==> src/rtl/shift_sequencer_if.sv <==
// Command handshake bundle between a command source and shift_sequencer.
// The master drives the command fields, and the slave (the sequencer) returns cmd_ready.
interface shift_sequencer_if;
  logic       cmd_valid;
  logic       cmd_ready;
  logic [3:0] cmd_data;
  logic       cmd_load;
  logic       cmd_dir;
  logic [2:0] cmd_count;
  logic       cmd_fill;
  logic       cmd_rotate;

  modport master (
    output cmd_valid, cmd_data, cmd_load, cmd_dir, cmd_count, cmd_fill, cmd_rotate,
    input  cmd_ready
  );

  modport slave (
    input  cmd_valid, cmd_data, cmd_load, cmd_dir, cmd_count, cmd_fill, cmd_rotate,
    output cmd_ready
  );
endinterface

==> src/rtl/shift_sequencer.sv <==
// Drives a 4-bit universal shift register through an optional load followed by 0-7 single-bit shifts.
// Define SHIFT_SEQ_ROTATE_EN to honour cmd_rotate; without it, shifts always fill with cmd_fill.
module shift_sequencer (
  input  logic               clk,
  input  logic               clear,
  shift_sequencer_if.slave   cmd,
  input  logic [3:0]         reg_out,
  output logic [1:0]         opcode,
  output logic [3:0]         data,
  output logic               input_shift_right,
  output logic               input_shift_left,
  output logic               busy,
  output logic               done,
  output logic [3:0]         result
);

  typedef enum logic [1:0] {IDLE, LOAD, SHIFT, DONE} state_t;

  localparam logic [1:0] OP_HOLD = 2'b00;
  localparam logic [1:0] OP_SHR  = 2'b01;
  localparam logic [1:0] OP_SHL  = 2'b10;
  localparam logic [1:0] OP_LOAD = 2'b11;

  state_t     state;
  logic [2:0] remaining;
  logic       lat_dir;
  logic       lat_fill;
`ifdef SHIFT_SEQ_ROTATE_EN
  logic       lat_rotate;
`endif
  logic [3:0] result_hold;
  logic       ready_q;
  logic       active_bit;

  function automatic logic [1:0] shift_op(input logic dir);
    return dir ? OP_SHL : OP_SHR;
  endfunction

  // Outputs are registered and assigned alongside the transition into the state that owns them.
  // NOTE: every assignment in a clocked block is non-blocking, so all state updates see pre-edge values.
  always_ff @(posedge clk) begin
    if (clear) begin
      state       <= IDLE;
      remaining   <= 3'd0;
      lat_dir     <= 1'b0;
      lat_fill    <= 1'b0;
`ifdef SHIFT_SEQ_ROTATE_EN
      lat_rotate  <= 1'b0;
`endif
      data        <= 4'b0000;
      opcode      <= OP_HOLD;
      busy        <= 1'b0;
      done        <= 1'b0;
      ready_q     <= 1'b1;
      result_hold <= 4'b0000;
    end else begin
      case (state)
        IDLE: begin
          if (cmd.cmd_valid) begin
            data      <= cmd.cmd_data;
            lat_dir   <= cmd.cmd_dir;
            lat_fill  <= cmd.cmd_fill;
`ifdef SHIFT_SEQ_ROTATE_EN
            lat_rotate <= cmd.cmd_rotate;
`endif
            remaining <= cmd.cmd_count;
            busy      <= 1'b1;
            ready_q   <= 1'b0;
            if (cmd.cmd_load) begin
              state  <= LOAD;
              opcode <= OP_LOAD;
            end else if (cmd.cmd_count != 3'd0) begin
              state  <= SHIFT;
              opcode <= shift_op(cmd.cmd_dir);
            end else begin
              state  <= DONE;
              opcode <= OP_HOLD;
              done   <= 1'b1;
            end
          end
        end
        LOAD: begin
          if (remaining != 3'd0) begin
            state  <= SHIFT;
            opcode <= shift_op(lat_dir);
          end else begin
            state  <= DONE;
            opcode <= OP_HOLD;
            done   <= 1'b1;
          end
        end
        SHIFT: begin
          remaining <= remaining - 3'd1;
          // A remaining count of 1 means this cycle performs the last shift.
          if (remaining == 3'd1) begin
            state  <= DONE;
            opcode <= OP_HOLD;
            done   <= 1'b1;
          end
        end
        DONE: begin
          result_hold <= reg_out;
          state       <= IDLE;
          done        <= 1'b0;
          busy        <= 1'b0;
          ready_q     <= 1'b1;
        end
        default: state <= IDLE;
      endcase
    end
  end

  // Serial inputs: only the side matching the shift direction is driven, and only while shifting.
  // NOTE: outputs get a default first, so no path through this block leaves them unassigned (no latch).
  always_comb begin
    input_shift_right = 1'b0;
    input_shift_left  = 1'b0;
`ifdef SHIFT_SEQ_ROTATE_EN
    active_bit = lat_rotate ? (lat_dir ? reg_out[3] : reg_out[0]) : lat_fill;
`else
    active_bit = lat_fill;
`endif
    if (state == SHIFT) begin
      if (lat_dir) input_shift_left  = active_bit;
      else         input_shift_right = active_bit;
    end
  end

  assign result        = (state == DONE) ? reg_out : result_hold;
  assign cmd.cmd_ready = ready_q;

endmodule

==> src/flat_wrapper.sv <==
// flat-port wrapper written by rule: the top's interface ports become plain ports
module shift_sequencer_flat 
  (clk, clear, reg_out, opcode, data, input_shift_right, input_shift_left, busy, done, result, cmd_cmd_valid, cmd_cmd_data, cmd_cmd_load, cmd_cmd_dir, cmd_cmd_count, cmd_cmd_fill, cmd_cmd_rotate, cmd_cmd_ready);
  shift_sequencer_if cmd_i ();
  input  logic clk;
  input  logic clear;
  input  logic [3:0] reg_out;
  output logic [1:0] opcode;
  output logic [3:0] data;
  output logic input_shift_right;
  output logic input_shift_left;
  output logic busy;
  output logic done;
  output logic [3:0] result;
  input wire logic [$bits(cmd_i.cmd_valid)-1:0] cmd_cmd_valid;
  input wire logic [$bits(cmd_i.cmd_data)-1:0] cmd_cmd_data;
  input wire logic [$bits(cmd_i.cmd_load)-1:0] cmd_cmd_load;
  input wire logic [$bits(cmd_i.cmd_dir)-1:0] cmd_cmd_dir;
  input wire logic [$bits(cmd_i.cmd_count)-1:0] cmd_cmd_count;
  input wire logic [$bits(cmd_i.cmd_fill)-1:0] cmd_cmd_fill;
  input wire logic [$bits(cmd_i.cmd_rotate)-1:0] cmd_cmd_rotate;
  output wire logic [$bits(cmd_i.cmd_ready)-1:0] cmd_cmd_ready;
  assign cmd_i.cmd_valid = cmd_cmd_valid;
  assign cmd_i.cmd_data = cmd_cmd_data;
  assign cmd_i.cmd_load = cmd_cmd_load;
  assign cmd_i.cmd_dir = cmd_cmd_dir;
  assign cmd_i.cmd_count = cmd_cmd_count;
  assign cmd_i.cmd_fill = cmd_cmd_fill;
  assign cmd_i.cmd_rotate = cmd_cmd_rotate;
  assign cmd_cmd_ready = cmd_i.cmd_ready;
  shift_sequencer u_core (.clk(clk), .clear(clear), .cmd(cmd_i), .reg_out(reg_out), .opcode(opcode), .data(data), .input_shift_right(input_shift_right), .input_shift_left(input_shift_left), .busy(busy), .done(done), .result(result));
endmodule
==> config.mk <==
export PLATFORM = sky130hd
export DESIGN_NAME = shift_sequencer_flat
export DESIGN_NICKNAME = d
export VERILOG_FILES = /design/src/rtl/shift_sequencer_if.sv /design/src/rtl/shift_sequencer.sv /design/src/flat_wrapper.sv
export SDC_FILE = /design/constraint.sdc
export NUM_CORES = 1
export LEC_CHECK = 0
export ABC_AREA = 1
export CAP_MARGIN = 20
export CORE_MARGIN = 2
export CORE_UTILIZATION = 41
export CTS_CLUSTER_DIAMETER = 30
export CTS_CLUSTER_SIZE = 10
export DETAILED_ROUTE_END_ITERATION = 6
export GPL_TIMING_DRIVEN = 0
export MAX_ROUTING_LAYER = met4
export PLACE_DENSITY = 0.73
export SYNTH_ARGS = -nofsm -noshare
export SYNTH_HDL_FRONTEND = slang
export SYNTH_SLANG_ARGS = --single-unit
==> constraint.sdc <==
create_clock -name clk -period 1.3 [get_ports clk]
set_clock_uncertainty 0.15 [all_clocks]
set_input_delay 0.39 -clock clk [delete_from_list [all_inputs] [get_ports clk]]
set_output_delay 0.39 -clock clk [all_outputs]
set_load 0.01 [all_outputs]
==> results of run 1 <==
## report_power, final
group	leakage [nW]	internal, W	switching (W)	total [W]
registers	0.169	0.000851	0.000165	0.00102
clock network	0.0279	0.000312	0.000201	0.000513
logic	0.629	0.00138	0.00157	0.00295
## timing repair
action / CTS / global route
setup endpoints to repair: 31 / 31
setup buffers: 15 / 3
pin swaps: 13 / 15
gates resized for setup: 115 / 31
hold endpoints to repair: 0 / 0
## metal layers
metal / GRT usage / vias up / routed length (um)
met5: - / - / 0
met4: 0.0417 / 0 / 15
met3: 0.0574 / 2 / 118
met2: 0.391 / 22 / 1710
met1: 0.263 / 550 / 1330
li1: - / 588 / -
## synth_stat cells (all sizes together)
library cell	count
o211ai	1
dfxtp	20
nand2	41
nor2	19
nor3	2
ha	8
buf	3
clkinv	1
a21oi	15
inv	19
nand3	8
o21ai	16
## registers in the layout (all words and copies together), names as in the netlist, 2 cells and up
| signal | count |
|---|---|
| u_core.opcode | 2 |
| u_core.data | 4 |
| u_core.remaining | 3 |
| u_core.result_hold | 4 |
| u_core.state | 2 |
## cell families after synthesis
group | synth area share
DFF | 0.380
and+or+nand+nor | 0.273
AOI/OAI and AO/OA | 0.158
buffers and inverters | 0.0938
adders and majority gates | 0.0950
## metrics by stage
| stage | hold WS, ps | TNS, ps | area [um2] |
|---|---|---|---|
| 2_1_floorplan | 289 | -20.3 | 1140 |
| 3_3_place_gp | 298 | -9410 | 1480 |
| 3_5_place_dp | 312 | -9890 | 1480 |
| 4_1_cts | 190 | -5770 | 1740 |
| 5_1_grt | 176 | -7740 | 1870 |
| 6_report | 191 | -6090 | 1870 |
## final cells by class
| type | instances | area [um2] | share of cell area |
|---|---|---|---|
| clock buffers | 3 | 22.5 | 0.0121 |
| plain buffers | 3 | 23.8 | 0.0127 |
| multi-input cells | 110 | 771 | 0.413 |
| inverters | 20 | 98.8 | 0.0529 |
| clock inverters | 1 | 30.0 | 0.0161 |
| repair buffers | 47 | 464 | 0.248 |
| well taps | 30 | 37.5 | 0.0201 |
| flip-flops and latches | 20 | 420 | 0.225 |
## how the worst min path moves through the flow
stage / endpoint / startpoint / cells after the start
finish: u_core.state[0] / clear / 2
global route: u_core.state[0] / clear / 2
CTS: u_core.state[0] / clear / 2
detailed placement: u_core.remaining[2] / u_core.remaining[2] / 2
global placement: u_core.remaining[2] / u_core.remaining[2] / 2
floorplan: u_core.remaining[2] / u_core.remaining[2] / 2
==> impl_results.md, run 1 <==
- Violated checks: negative setup slack
- Delay-heaviest family, CP: flip-flops
- I/O pin count: 33
- Reg2reg start: u_core.state[0]
- Pleak: 0.825 nW
- Place WS: -759 ps
- Post-Route WL: 3.17 mm
- Largest net degree at the start of global routing: 13
- Die width: 54.7 um
- First-pass GRT wire length: 4.68 mm
- Commonest non-fill, non-tap cells in the layout: 27 x nand2_1, 22 x buf_6, 16 x nor2_1, 15 x clkdlybuf4s50_1
- Initial Util: 0.429
- Final HPWL DP: 1.91 mm
- Worst-path clk slew: 120 ps
- Crit-path cells: clkinv_4 -> ha_4 -> inv_8 -> nor3_4 -> buf_2
- MaxCap Viol Count: 0
- Filler cells: 171
- RSZ-0062 raised after global routing: yes
- Gr usage total: 0.226
- Crit path buffers/inverters: 3
- RePlAce Congestion: 0.804
- # nets final: 231
- Final std cells w/o fill: 234
- Synthesized area: 0.00105 mm2
- Post-DR wirelength/cell: 13.6 um
- Die area: 0.00299 mm2
- Synth-to-layout area growth: 77.3%
- Critical Path Sink: input_shift_left
- Minimum clock period: 1740 ps
- Crit start category: register
- Via/cell ratio: 4.97
- Sequential area share after synthesis: 0.380
- Reg2reg setup slack: -270 ps
- Antenna viol nets, final: 0
- Fin util: 0.761
- Peak supply drop: 1.84 mV
- Cells after Synth: 153
- Placed insts: 213
- Largest area contributor in the netlist: dfxtp_1
- Crit path required time: 760 ps
- Die height: 54.7 um
- Worst Path Max Fanout: 3
- HP Class: in2reg
- Worst setup startpoint: u_core.state[0]
- Slowest cell delay on critical path: 410 ps
- Clock Latency Late Sink: 310 ps
- Clock Sinks: 20
- Worst reg2reg path endpoint: u_core.busy
- Levels on crit path: 5
- Initial antenna violation count: 0
- FF+latch count, synth: 20
- Total grt overflow: 0
- Slew margin rel.: 0.858
- Share of post-route cells with drive strength above 1: 0.475
- Iter 0 DRT Violations: 15
- CP Capture Type: output port
- CTS Hold Bufs: 0
- Pwr dens: 2400 mW/mm2
- Area share of the largest cell type after synthesis: 0.380
- CTS Buf Count: 3
- Ys Warns: 0
- Final worst slack: -443 ps
- Number of global-route vias before repair: 1055
- Synth Area per Inst: 6.89 um2
- Clk buf depth: 2
- Largest cells by area after synthesis: dfxtp_1 38%, nand2_1 14%, ha_1 9.5%
- Achievable Freq: 574 MHz
- Endpoints failing hold: 0
- Worst-margin pin slew: 210 ps
- Worst reg2reg path depth: 8
- Pwr Total: 0.00448 W
- Cell variety after synth: 19
- Core Region: 0.00245 mm2
- # setup viols final: 30
- Most common cell after layout, fill and taps aside: nand2_1
- Drt pass-1 iters: 4
- Critical path data arrival time: 1200 ps
- Port bufs: 30
- CTS tree: done
- Syn nets: 179
- Root Driver: clkbuf_4
- FP Rows: 18
- Drt drc: 0
- Status: finished with violations
- Critical path class: reg2out
- Slowest-stage cell, CP: dfxtp_4
- Via count: 1162
- Max Slew Vio Count: 0
- Diode count: 0
- H-Tree Level Count: 1
- Final period util: 1.34
Power figures use the tool's default switching activity.
==> run 2: changes to the inputs <==
SKIP_LAST_GASP = 1   (was unset)
==> run 2 against run 1 <==
Effect of this change:
- the flow still finishes with violations (negative setup slack)
- largest cell class unchanged
- via count fell by 0.52%
- global-route usage is 0.41 points lower
- worst setup slack improved by 1.2 ps
- first-iteration DRC count decreased by 13%
- critical endpoint is now result[2]
- critical path depth did not move
==> impl_results.md, run 2 (synthesis gave the netlist of run 1 again) <==
- Worst Path Max Fanout: 6 (+3)
- Hold endpoint: u_core.state[0]
- Synth-to-layout area growth: 77.3% (unchanged)
- # nets final: 231 (unchanged)
- Logic pwr share: 0.658 (about the same)
- Reg2reg start: u_core.state[0]
- Worst-path clk slew: 120 ps (about the same)
- Critical path class: reg2out
- Share of post-route cells with drive strength above 1: 0.471 (-0.00490)
- RePlAce Congestion: 0.804 (unchanged)
- Commonest non-fill, non-tap cells in the layout: 27 x nand2_1, 22 x buf_6, 16 x nor2_1, 15 x clkdlybuf4s50_1, 13 x inv_1
- CTS Hold Bufs: 0 (unchanged)
- Max Slew Vio Count: 0 (unchanged)
- Crit-path cells: ha_4 -> inv_6 -> nand2_2 -> nand2_2 -> buf_6
- Reg2reg setup slack: -250 ps (+20 ps)
- Worst reg2reg path endpoint: u_core.done
- CP Capture Type: output port
- Final std cells w/o fill: 234 (unchanged)
- Pleak: 0.826 nW (about the same)
- Biggest regs: u_core.data: 4 flops, u_core.result_hold: 4 flops, u_core.remaining: 3 flops
- Initial antenna violation count: 0 (unchanged)
- H-Tree Level Count: 1 (unchanged)
- Crit start category: register
- Gr usage total: 0.222 (-0.00408)
- Clock Sinks: 20 (unchanged)
- Die area: 0.00299 mm2 (unchanged)
- Largest net degree at the start of global routing: 13 (unchanged)
- Achievable Freq: 574 MHz (about the same)
- Minimum clock period: 1740 ps (-1.21 ps)
- Slowest cell delay on critical path: 410 ps (about the same)
- Initial Util: 0.429 (unchanged)
- Die height: 54.7 um (unchanged)
- Diode count: 0 (unchanged)
- HP Class: in2reg
- Worst hold start: clear
- Status: finished with violations
- Worst-margin pin slew: 210 ps (unchanged)
- MaxCap Viol Count: 0 (unchanged)
- Endpoints failing hold: 0 (unchanged)
- Total grt overflow: 0 (unchanged)
- Crit path required time: 760 ps (about the same)
- Peak supply drop: 1.85 mV (+0.41%)
- RSZ-0062 raised after global routing: yes
- Most common cell after layout, fill and taps aside: nand2_1
- First-pass GRT wire length: 4.60 mm (-1.6%)
- Hold path depth: 2 (unchanged)
- Antenna viol nets, final: 0 (unchanged)
- Delay-heaviest family, CP: flip-flops
- Final HPWL DP: 1.91 mm (unchanged)
- Hold slack: 191 ps (+0.0550 ps)
- Critical path data arrival time: 1200 ps (about the same)
- Slew margin rel.: 0.858 (unchanged)
- Clock Latency Late Sink: 310 ps (about the same)
- # setup viols final: 30 (unchanged)
- Fin util: 0.761 (unchanged)
- Number of global-route vias before repair: 1041 (-1.3%)
- Net Sw Power: 0.00193 W (-0.32%)
- Final Cell Area: 0.00187 mm2 (unchanged)
- Place WS: -759 ps (unchanged)
- Violated checks: negative setup slack
- Crit path top cell by count: nand2_2
- Die width: 54.7 um (unchanged)
- Final worst slack: -442 ps (+1.21 ps)
- Placed insts: 213 (unchanged)
- Via count: 1156 (-0.52%)
- Pwr dens: 2390 mW/mm2 (-0.22%)
- CTS tree: done
- Final period util: 1.34 (about the same)
- Clock share of power: 0.115 (about the same)
- I/O pin count: 33 (unchanged)
- FP Rows: 18 (unchanged)
- Drt pass-1 iters: 4 (unchanged)
- Port bufs: 30 (unchanged)
- Switching share of power: 0.432 (about the same)
- Core Region: 0.00245 mm2 (unchanged)
- Internal: 0.00254 W (-0.15%)
- Slowest-stage cell, CP: dfxtp_4
- Area post-placement: 0.00148 mm2 (unchanged)
- Via/cell ratio: 4.94 (-0.52%)
- Post-Route WL: 3.15 mm (-0.76%)
- Post-DR wirelength/cell: 13.4 um (-0.76%)
- Root Driver: clkbuf_4
- Drt drc: 0 (unchanged)
- Worst reg2reg path depth: 8 (unchanged)
- Clk buf depth: 2 (unchanged)
- Reg power frac: 0.227 (about the same)
- Filler cells: 173 (+1.2%)
- CTS Buf Count: 3 (unchanged)
- Crit path buffers/inverters: 2 (-1)
- Iter 0 DRT Violations: 13 (-2)
-- run 2: worst max path at each step --
stage / slack (ps) / cells past startpoint / start / to
2_1_floorplan: -10 / 4 / u_core.state[0] / input_shift_left
3_3_place_gp: -750 / 4 / reg_out[1] / result[1]
3_5_place_dp: -760 / 4 / reg_out[0] / result[0]
4_1_cts: -450 / 5 / u_core.state[0] / input_shift_right
5_1_grt: -500 / 5 / u_core.state[0] / result[2]
6_report: -440 / 5 / u_core.state[1] / result[2]
-- run 2: repair_timing --
item | 4_1_cts | 5_1_grt
endpoints found under the setup margin | 31 | 31
setup buffers | 15 | 3
pin swaps | 13 | 16
resized for setup | 114 | 31
hold endpoints to repair | 0 | 0
-- run 2: worst register-to-register path, cell delays in order (launching register included) --
cell and delay (ps):
dfxtp_4 390, buf_4 140, ha_1 200, inv_1 140, a21oi_4 70, nor2_4 140
nand3_2 90, nand2_1 70, nor2_1 40
-- run 2: per-stage QoR --
step,total power (W),TNS [ps]
floorplan,0.00232,-20.3
global placement,0.00282,-9410
detailed placement,0.00288,-9890
CTS,0.00401,-5780
global route,0.00476,-7720
finish,0.00447,-6050
-- run 2: final cells by class --
type,instances,area [um2],area share
well taps,30,37.5,0.0201
flip-flops and latches,20,420,0.225
repair buffers,47,464,0.248
plain buffers,3,23.8,0.0127
clock inverters,1,30.0,0.0161
clock buffers,3,22.5,0.0121
multi-input cells,110,771,0.413
inverters,20,98.8,0.0529
-- run 2: metal layers --
metal,vias to the layer above,global-route usage,part of all wire
met2,23,0.379,0.53
met5,-,-,0
met4,0,0.0417,0.0048
li1,587,-,-
met3,2,0.0574,0.039
met1,544,0.262,0.43
-- run 2: power groups by stage --
stage               combinational, W  sequential (W)  clock, W
floorplan                    0.00131         0.00101         0
global placement             0.00184        0.000971         0
detailed placement           0.00189        0.000984         0
CTS                          0.00248         0.00101  0.000520
global route                 0.00317         0.00104  0.000558
finish                       0.00294         0.00102  0.000514
==> run 3: changes to the inputs <==
TNS_END_PERCENT = 20   (was unset)
==> run 3 against run 2 <==
Effect of this change:
- the flow still finishes with violations (negative setup slack)
- core utilization fell by 7.3 points
- cell count fell by 2.1%
- worst setup slack got worse by 37 ps
==> impl_results.md, run 3 (synthesis gave the netlist of run 1 again) <==
- Worst Path Max Fanout: 6 (unchanged)
- Most common cell after layout, fill and taps aside: nand2_1
- Worst reg2reg path endpoint: u_core.done
- HP Class: in2reg
- Initial antenna violation count: 0 (unchanged)
- Max Slew Vio Count: 0 (unchanged)
- Port bufs: 30 (unchanged)
- CTS tree: done
- Largest net degree at the start of global routing: 13 (unchanged)
- Die height: 54.7 um (unchanged)
- Final worst slack: -479 ps (-36.9 ps)
- Gr usage total: 0.210 (-0.0119)
- Violated checks: negative setup slack
- Post-Route WL: 3.02 mm (-4.1%)
- Iter 0 DRT Violations: 26 (+13)
- Drt pass-1 iters: 4 (unchanged)
- Net Sw Power: 0.00167 W (-13%)
- Logic pwr share: 0.622 (-0.036)
- Reg2reg setup slack: -310 ps (-60 ps)
- Critical Path Sink: result[2]
- Pwr dens: 2320 mW/mm2 (-2.9%)
- Status: finished with violations
- Root Driver: clkbuf_4
- Clock Latency Late Sink: 310 ps (about the same)
- # nets final: 226 (-2.2%)
- H-Tree Level Count: 1 (unchanged)
- RePlAce Congestion: 0.853 (+6.1%)
- Die area: 0.00299 mm2 (unchanged)
- Drt drc: 0 (unchanged)
- Number of global-route vias before repair: 1029 (-1.2%)
- Worst-margin pin slew: 212 ps (+2.22 ps)
- Total grt overflow: 0 (unchanged)
- Commonest non-fill, non-tap cells in the layout: 29 x nand2_1, 23 x clkdlybuf4s50_1, 18 x nor2_1, 17 x dfxtp_1, 14 x a21oi_1
- Slew margin rel.: 0.857 (-0.00149)
- Initial Util: 0.429 (unchanged)
- Synth-to-layout area growth: 60.2%
- FP Rows: 18 (unchanged)
- Final Cell Area: 0.00169 mm2 (-9.6%)
- Via/cell ratio: 4.86 (-1.5%)
- I/O pin count: 33 (unchanged)
- Minimum clock period: 1780 ps (+36.9 ps)
- Fin util: 0.688 (-0.0734)
- Pleak: 0.754 nW (-8.7%)
- Peak supply drop: 1.77 mV (-4.5%)
- MaxCap Viol Count: 0 (unchanged)
- Post-DR wirelength/cell: 13.2 um (-2.0%)
- Via count: 1114 (-3.6%)
- Worst-path clk slew: 110 ps (about the same)
- # setup viols final: 31 (+3.3%)
- Final TNS setup: -9570 ps (-3520 ps)
- RSZ-0062 raised after global routing: yes
- Worst setup startpoint: u_core.state[0]
- Area post-placement: 0.00147 mm2 (-0.59%)
- Antenna viol nets, final: 0 (unchanged)
- Share of post-route cells with drive strength above 1: 0.281 (-0.189)
- Switching share of power: 0.426 (-0.00595)
- Die width: 54.7 um (unchanged)
- CTS Hold Bufs: 0 (unchanged)
- Internal: 0.00225 W (-11%)
- Clock share of power: 0.131 (+0.016)
- Reg power frac: 0.248 (+0.021)
- Filler cells: 203 (+17%)
- Biggest regs: u_core.data: 4 flops, u_core.result_hold: 4 flops, u_core.remaining: 3 flops
- Core Region: 0.00245 mm2 (unchanged)
- Clk buf depth: 2 (unchanged)
- First-pass GRT wire length: 4.35 mm (-5.4%)
- Worst reg2reg path depth: 10 (+2)
- Placed insts: 213 (unchanged)
- Final std cells w/o fill: 229 (-2.1%)
- Final HPWL DP: 1.96 mm (+3.0%)
- Endpoints failing hold: 0 (unchanged)
- Diode count: 0 (unchanged)
- Crit path required time: 760 ps (about the same)
- Crit start category: register
- CTS Buf Count: 3 (unchanged)
- Critical path data arrival time: 1240 ps (+40 ps)
- CP Capture Type: output port
- Reg2reg start: u_core.state[1]
- Clock Sinks: 20 (unchanged)
- Achievable Freq: 562 MHz (-2.1%)
- Final period util: 1.37 (+0.0284)
- Critical path class: reg2out
==> run 3: cell count changes in the layout (fill, tap and decap cells not counted), moves of 8 or more <==
cell,delta
buf_6,-16
o21ai_2,-8
dfxtp_2,-9
dfxtp_1,+9
o21ai_0,+9
clkdlybuf4s50_1,+8
==> run 3: what timing repair did <==
| action | CTS | global route |
|---|---|---|
| resized for setup | 39 | 20 |
| endpoints found under the setup margin | 31 | 31 |
| buffers inserted | 9 | 3 |
| pin swaps | 2 | 5 |
==> run 3: worst min path at each step <==
stage	start	end	slack, ps	cells after the start
floorplan	u_core.remaining[2]	u_core.remaining[2]	290	2
global placement	u_core.remaining[2]	u_core.remaining[2]	300	2
detailed placement	u_core.result_hold[2]	u_core.result_hold[2]	310	2
CTS	clear	u_core.result_hold[1]	200	2
global route	clear	u_core.busy	210	2
finish	clear	u_core.busy	200	2
==> run 3: area by class of cell <==
class,count,area [um2],area share
Multi-Input combinational cell,110,681,0.403
Sequential cell,20,409,0.242
Timing Repair Buffer,42,382,0.226
Inverter,20,103,0.0608
Tap cell,30,37.5,0.0222
Clock inverter,1,30.0,0.0178
Buffer,3,23.8,0.0141
Clock buffer,3,22.5,0.0133
==> run 3: power groups by stage <==
stage          clock (W)  combinational, W  sequential [W]
6_report        0.000512           0.00244        0.000971
5_1_grt         0.000537           0.00267        0.000991
4_1_cts         0.000516           0.00210        0.000962
3_5_place_dp           0           0.00188        0.000976
3_3_place_gp           0           0.00183        0.000968
2_1_floorplan          0           0.00129         0.00101
==> run 3: per-layer routing <==
| layer | global-route usage | routed length (um) | vias up |
|---|---|---|---|
| met3 | 0.0328 | 94 | 4 |
| met4 | 0.117 | 46 | 0 |
| met2 | 0.351 | 1550 | 21 |
| met1 | 0.236 | 1330 | 511 |
| met5 | - | 0 | - |
| li1 | - | - | 578 |
==> run 3: through the flow <==
step	power, W	setup slack (ps)	hold WS, ps
floorplan	0.00230	-16.6	289
CTS	0.00358	-470	196
detailed placement	0.00286	-772	312
global placement	0.00280	-745	301
finish	0.00392	-479	198
global route	0.00420	-521	215
==> run 3: worst max-delay path, cell delays in order, from the launching register on <==
cell and delay [ps]:
dfxtp_4 390, ha_4 200, inv_8 90, nand2_2 50, nand2_1 60, buf_2 140
